$ cat config.mk
export PLATFORM = sky130hd
export DESIGN_NAME = conv_mac_unit
export DESIGN_NICKNAME = d
export VERILOG_FILES = /design/src/rtl/conv_mac_unit.sv
export SDC_FILE = /design/constraint.sdc
export NUM_CORES = 2
export LEC_CHECK = 0
export CORE_ASPECT_RATIO = 0.6
export CORE_UTILIZATION = 50
export CTS_BUF_LIST = sky130_fd_sc_hd__clkbuf_4
export DETAILED_ROUTE_END_ITERATION = 10
export PLACE_DENSITY = 0.67
export SETUP_SLACK_MARGIN = 0.2
export SYNTH_ARGS = -nofsm -noshare
export SYNTH_HDL_FRONTEND = slang
export SYNTH_SLANG_ARGS = --single-unit
$ cat constraint.sdc
create_clock -name clk -period 17.3 [get_ports clk]
set_input_delay 2.595 -clock clk [delete_from_list [all_inputs] [get_ports clk]]
set_output_delay 2.595 -clock clk [all_outputs]
set_load 0.02 [all_outputs]
$ cat src/rtl/conv_mac_unit.sv
// conv_mac_unit
//
// Signed multiply-accumulate stage of the convolution engine. It pops one
// activation and one weight per cycle from two show-ahead FIFOs, accumulates
// KernelSize signed products, and offers the dot product downstream on a
// valid/ready handshake.
//
// Ports:
//   clk          rising-edge clock
//   aclr         synchronous active-high reset
//   Enable       permits popping; low freezes accumulation, state is kept
//   ActEmpty     activation FIFO empty flag
//   ActData      activation FIFO head word (signed)
//   ActPop       pops the activation FIFO head this cycle
//   WgtEmpty     weight FIFO empty flag
//   WgtData      weight FIFO head word (signed)
//   WgtPop       pops the weight FIFO head this cycle
//   Result       signed dot product, stable while ResultValid=1
//   ResultValid  Result available
//   ResultReady  downstream accepts Result
//   TapCount     products accumulated in the current window
//   Busy         high while accumulating or holding a result
module conv_mac_unit #(
  parameter int DataWidth  = 32,
  parameter int KernelSize = 9,
  parameter int AccWidth   = 2 * DataWidth + 4,
  localparam int TapWidth  = $clog2(KernelSize + 1)
) (
  input  logic                  clk,
  input  logic                  aclr,
  input  logic                  Enable,
  input  logic                  ActEmpty,
  input  logic [DataWidth-1:0]  ActData,
  output logic                  ActPop,
  input  logic                  WgtEmpty,
  input  logic [DataWidth-1:0]  WgtData,
  output logic                  WgtPop,
  output logic [AccWidth-1:0]   Result,
  output logic                  ResultValid,
  input  logic                  ResultReady,
  output logic [TapWidth-1:0]   TapCount,
  output logic                  Busy
);

  typedef enum logic [1:0] {
    IDLE  = 2'd0,
    ACCUM = 2'd1,
    HOLD  = 2'd2
  } state_t;

  state_t                        state;
  logic [AccWidth-1:0]           acc;
  logic                          fire;
  logic                          last_tap;
  logic signed [2*DataWidth-1:0] product;
  logic [AccWidth-1:0]           product_ext;
  logic [AccWidth-1:0]           acc_next;

  // NOTE: pops are combinational so the FIFOs retire their heads on the same
  // edge the product is accumulated; aclr is folded in so nothing is popped
  // during a cycle whose edge will discard the partial sum anyway.
  assign fire   = (state == ACCUM) && Enable && !ActEmpty && !WgtEmpty && !aclr;
  assign ActPop = fire;
  assign WgtPop = fire;
  assign Busy   = (state != IDLE);

  // Full-width signed product, sign-extended into the accumulator width.
  assign product     = $signed(ActData) * $signed(WgtData);
  assign product_ext = {{(AccWidth - 2*DataWidth){product[2*DataWidth-1]}}, product};
  assign acc_next    = acc + product_ext;
  assign last_tap    = (TapCount == TapWidth'(KernelSize - 1));

  always_ff @(posedge clk) begin
    if (aclr) begin
      state       <= IDLE;
      acc         <= '0;
      TapCount    <= '0;
      Result      <= '0;
      ResultValid <= 1'b0;
    end else begin
      case (state)
        IDLE: begin
          if (Enable) begin
            state    <= ACCUM;
            acc      <= '0;
            TapCount <= '0;
          end
        end

        ACCUM: begin
          // Any stall (Enable low or either FIFO empty) leaves everything as is.
          if (fire) begin
            if (last_tap) begin
              Result      <= acc_next;
              ResultValid <= 1'b1;
              state       <= HOLD;
              acc         <= '0;
              TapCount    <= '0;
            end else begin
              acc      <= acc_next;
              TapCount <= TapCount + 1'b1;
            end
          end
        end

        HOLD: begin
          // Result stays put until taken; Enable only decides where we go next.
          if (ResultValid && ResultReady) begin
            ResultValid <= 1'b0;
            state       <= Enable ? ACCUM : IDLE;
          end
        end

        default: state <= IDLE;
      endcase
    end
  end

endmodule

* Yosys cells after proc, flatten, opt, wreduce, memory -nomap -nowiden
Cells that the tools add are included.
W data, S select, Z words.
** Cells by class
- Add/subtract/negate cells :: 2
- Multipliers :: 1
- Divide/modulo/power cells :: 0
- Magnitude comparators :: 0
- Equality and inequality tests :: 7
- Shifts and indexed selects :: 0
- Multiplexer cells :: 18
- Bitwise logic cells :: 0
- Reductions and logical operators :: 16
** Operators with widths (number)
- $mux W68 :: 3
- $pmux W68 S2 :: 1
- $add A68 B68 Y68 :: 1
- $mul A32 B32 Y64 :: 1
- $mux W4 :: 3
- $mux W2 :: 4
- $ne A2 B2 Y1 const B :: 4
- $pmux W4 S2 :: 1
- $reduce_and A4 Y1 :: 2
- $pmux W2 S3 :: 1
- $reduce_and A3 Y1 :: 2
- $reduce_bool A2 Y1 :: 3
- $logic_and A1 B1 Y1 :: 5
- $add A4 B1 Y4 const B :: 1
- $eq A4 B4 Y1 const B :: 1
- $mux W1 :: 4
- $logic_not A1 Y1 :: 3
- $eq A2 B1 Y1 const B :: 1
- $eq A2 B2 Y1 const B :: 1
- $logic_not A2 Y1 :: 1
- $pmux W1 S2 :: 1
** Word-level totals
- Bits in registers :: 143
- Latch bits :: 0
- RAM bits :: 0
- Memory bits (read-only) :: 0
- Input bits :: 70
- Output and inout port bits :: 76
- Word-level logic and storage cells :: 49
- Memories :: 0

* Logic depth before layout (Yosys ltp)
- Word-level depth :: 7
- Gate-level depth with buffers :: 42
- Mapped depth without buffers :: 39

* Worst setup path before layout
Ideal clock, no wire load.
- Path kind :: input to register
- Start point :: in ActData[31]
- End point :: reg Result[67]
- Library setup time :: 0.127 ns
- Arrival :: 11.763 ns
- Required time :: 17.173 ns
- Slack :: 5.410 ns
- Stages on the path :: 36
- Buffers on the path :: 1
- Cell sequence :: clkbuf_1 -> nand2_1 -> inv_1 -> fa_1 -> fa_1 -> fa_1 -> inv_1 -> fa_1 -> inv_1 -> fa_1 -> fa_1 -> inv_1 -> fa_1 -> inv_1 -> fa_1 -> ha_1 -> a21o_1 -> a21o_1 -> a21o_1 -> nand2_1 -> o211ai_1 -> or2_1 -> a21oi_1 -> xnor2_1 -> ha_1 -> a21o_1 -> a21oi_1 -> o21bai_1 -> a21o_1 -> a21oi_1 -> o21ai_0 -> or3b_2 -> o221ai_2 -> xor2_2 -> xnor2_1 -> o21ai_1
** Between the ends
- Longest elaborated chain between the ends :: 2
** Ends and longest elaborated chain
- start: declaration :: RTL line 33 : input logic [DataWidth-1:0] ActData,
- $mul A32 B32 Y64 :: RTL line 68 : assign product = $signed(ActData) * $signed(WgtData);
- $add A68 B68 Y68 :: RTL line 70 : assign acc_next = acc + product_ext;
- end signal: assignment :: RTL line 94 : Result <= acc_next;
- end: declaration :: RTL line 38 : output logic [AccWidth-1:0] Result,
Every way passes these cells.
A chain may end at the register's enable or synchronous reset.

* Worst setup path after layout
- Start point :: in WgtData[6]
- End point :: reg Result[67]
** Between the ends
- Longest elaborated chain between the ends :: 2
** Ends and longest elaborated chain
- start: declaration :: RTL line 36 : input logic [DataWidth-1:0] WgtData,
- $mul A32 B32 Y64 :: RTL line 68
- $add A68 B68 Y68 :: RTL line 70
Every way passes these cells.

==> qor.yml <==
grt:
  grt_pass1_wl_um: 195000
  gr-total-overflow: 0
  use_met2_pct: 41.0
  grt_usage_pct: 26.6
  grt_pass1_vias: 35500
  use_met3_pct: 3.53
  antenna_found_initial: 0
  grt_max_degree: 78
  grt_use_met1_pct: 40.9
  top_usage_layer: "met2"
clock_network:
  htreeDepth: 4
  post_cts_buffers: 0
  cts.sinks: 143
  cts_tree: "done"
  cts_buffer_depth: 2
  clk_pin_slew_ns: 0.13
  insertion_delay_ns: 0.60
  clockRootBuffer: "clkbuf_4"
  postCtsHoldBufs: 0
  cts_resized: 0
  cts_buffers: 17
sta:
  slew_headroom_pct: 5.20
  fin_crit_ns: 13.41
  fin_crit_sh_pct: 77.5
  hold_viol_final: 0
  setup_viol: 0
  whs_ns: 0.466
  setup_tns_ns: 0
  drv_slew: 0
  rsz0062_at_grt: "no"
  fmax_mhz: 74.6
  skew_ns: 0.0301
  fin_ws_ns: 3.89
  tightest_slew_ns: 1.42
logic_synthesis:
  syn-mean-instance-area_um2: 9.09
  netlist_area_mm2: 0.0451
  syn_nets: 6374
  ys.flop_type: "dfxtp_1"
  async_flop_share_pct: 0
  synth-seq-cells: 143
  synth_warnings: 0
  synth-edff-count: 0
  ys_seq_area_share_pct: 6.34
  synthCells: 4964
  synth_cell_types: 97
drt:
  wl_per_cell_um: 18.8
  wl_um: 115000
  dr.pass1.iters: 8
  vias: 33300
  vias_per_cell: 5.45
  drc: 0
  drtAntennaViolNets: 0
  drt_first_iter_violations: 2438
flow_run:
  max-cap-violations: 0
worst_setup_path:
  reg2regPathDepth: 14
  crit_type: "in -> reg"
  cp_data_required_time_ns: 17.76
  slowest_stage: "clkdlybuf4s50_1"
  r2r_start: "acc[0]$_SDFFE_PP0P_"
  crit_fanout: 32
  max_stage_delay_ns: 1.15
  start_kind: "primary input"
  cp-end-kind: "flip-flop"
  cpMostUsedCell: "fa_1"
  cp_data_arrival_time_ns: 13.87
  r2r-end: "Result[62]$_SDFFE_PP0P_"
  r2r_setup_slack_ns: 13.41
worst_hold_path:
  min_from: "Result[43]$_SDFFE_PP0P_"
  worstHoldPathCells: 2
  holdPathEnd: "Result[43]$_SDFFE_PP0P_"
  hold_path.class: "reg -> reg"
finish:
  final_common_cell: "fa_1"
  multiInputGateArea_mm2: 0.0376
  seqCellArea_mm2: 0.00286
  mostFrequentLayoutCells: "fa_1, inv_1, nand2_1, and2_1, ha_1"
  syn_to_final_growth_pct: 5.57
  drive_gt1_share_pct: 3.19
  fin_nets: 6311
  fillers: 8050
  n_antenna_cell: 0
  stdcell_area_mm2: 0.0476
die:
  start_util_pct: 51.0
  io_pins: 146
  die_x_um: 390
  rows: 84
  placeableCoreArea_mm2: 0.0885
  die-height_um: 235
  fp.dieArea_mm2: 0.0915
placed_design:
  dp_slack_ns: 3.50
  gp_congestion: 0.946
  hpwlAfterDp_um: 94900
  placed_cell_area_mm2: 0.0473
  portBuffers: 145
status:
  status: "finished clean"
synth_stat cells (all sizes together) (4+ instances only):
library cell	number	share of area [%]
a31oi	15	0.24
fa	1083	48
nor2	143	1.2
nor4	4	0.069
and3	19	0.26
nor3	21	0.26
xor2	54	1.1
inv	952	7.9
nor2b	20	0.28
nand4	25	0.35
a22oi	47	0.78
o21a	11	0.19
a21boi	5	0.091
o211ai	11	0.18
a211o	4	0.078
o21ai	98	1.1
ha	257	7.1
and2	529	7.3
buf	28	0.37
nand3	42	0.47
a22o	9	0.17
o21bai	20	0.33
o211a	4	0.089
nand2	653	5.4
and4	9	0.18
clkbuf	256	2.2
xnor2	81	1.6
nand3b	6	0.10
a221oi	7	0.18
dfxtp	143	6.3
a21oi	188	2.1
nand2b	29	0.40
or2	5	0.069
a21o	91	1.5
a41oi	4	0.11
o31ai	11	0.19
a211oi	19	0.34
or3	9	0.14
o221ai	5	0.11
flip-flops by register name (all words and copies together), names as in the netlist:
name and cells:
Result 68, ResultValid 1, TapCount 4, acc 68
state 2
cell type report:
| cell class | count | share of cell area [%] |
|---|---|---|
| clock inverters | 14 | 0.341 |
| flip-flops and latches | 143 | 6.01 |
| multi-input cells | 3584 | 78.9 |
| clock buffers | 18 | 0.284 |
| inverters | 952 | 7.50 |
| repair buffers | 203 | 3.85 |
| well taps | 1204 | 3.16 |
worst max-delay path, delay by kind of cell:
family	cells	cell delay (ns)
AND/OR/NAND/NOR	8	2.56
buffers and inverters	5	1.36
adder cells (fa/ha/maj)	10	4.75
AO/OA/AOI/OAI	12	1.94
XOR/XNOR	3	0.64
how the worst max path moves through the flow:
| stage | start | to | slack (ns) | cells after the start |
|---|---|---|---|---|
| after floorplan | ActData[31] | Result[67]$_SDFFE_PP0P_ | 5.41 | 36 |
| after global placement | WgtData[6] | Result[67]$_SDFFE_PP0P_ | 3.67 | 33 |
| after detailed placement | WgtData[6] | Result[67]$_SDFFE_PP0P_ | 3.50 | 36 |
| after CTS | WgtData[6] | Result[67]$_SDFFE_PP0P_ | 4.07 | 36 |
| after global routing | WgtData[6] | acc[67]$_SDFFE_PP0P_ | 3.34 | 36 |
| final | WgtData[6] | Result[67]$_SDFFE_PP0P_ | 3.89 | 38 |
stage by stage:
step	std cells	util, %
after floorplan	4964	-
after global placement	6086	53.5
after detailed placement	6086	53.5
after CTS	6118	53.8
after global routing	6118	53.8
final	6118	53.8
metal layers:
metal	vias up	wire length [µm]
met5	-	0
li1	14900	-
met3	108	7690
met2	1132	51700
met4	0	1340
met1	17200	54400
logic make-up after synthesis:
logic type | share of synthesized area (%)
muxes | 0.0444
buffers and inverters | 10.5
DFF | 6.34
adders and majority gates | 55.2
xor gates and xnor gates | 2.64
and+or+nand+nor | 16.7
AOI/OAI and AO/OA | 8.65
Power is not shown: default switching activity piles up to over one toggle a cycle in this logic, so the estimate is an artifact.
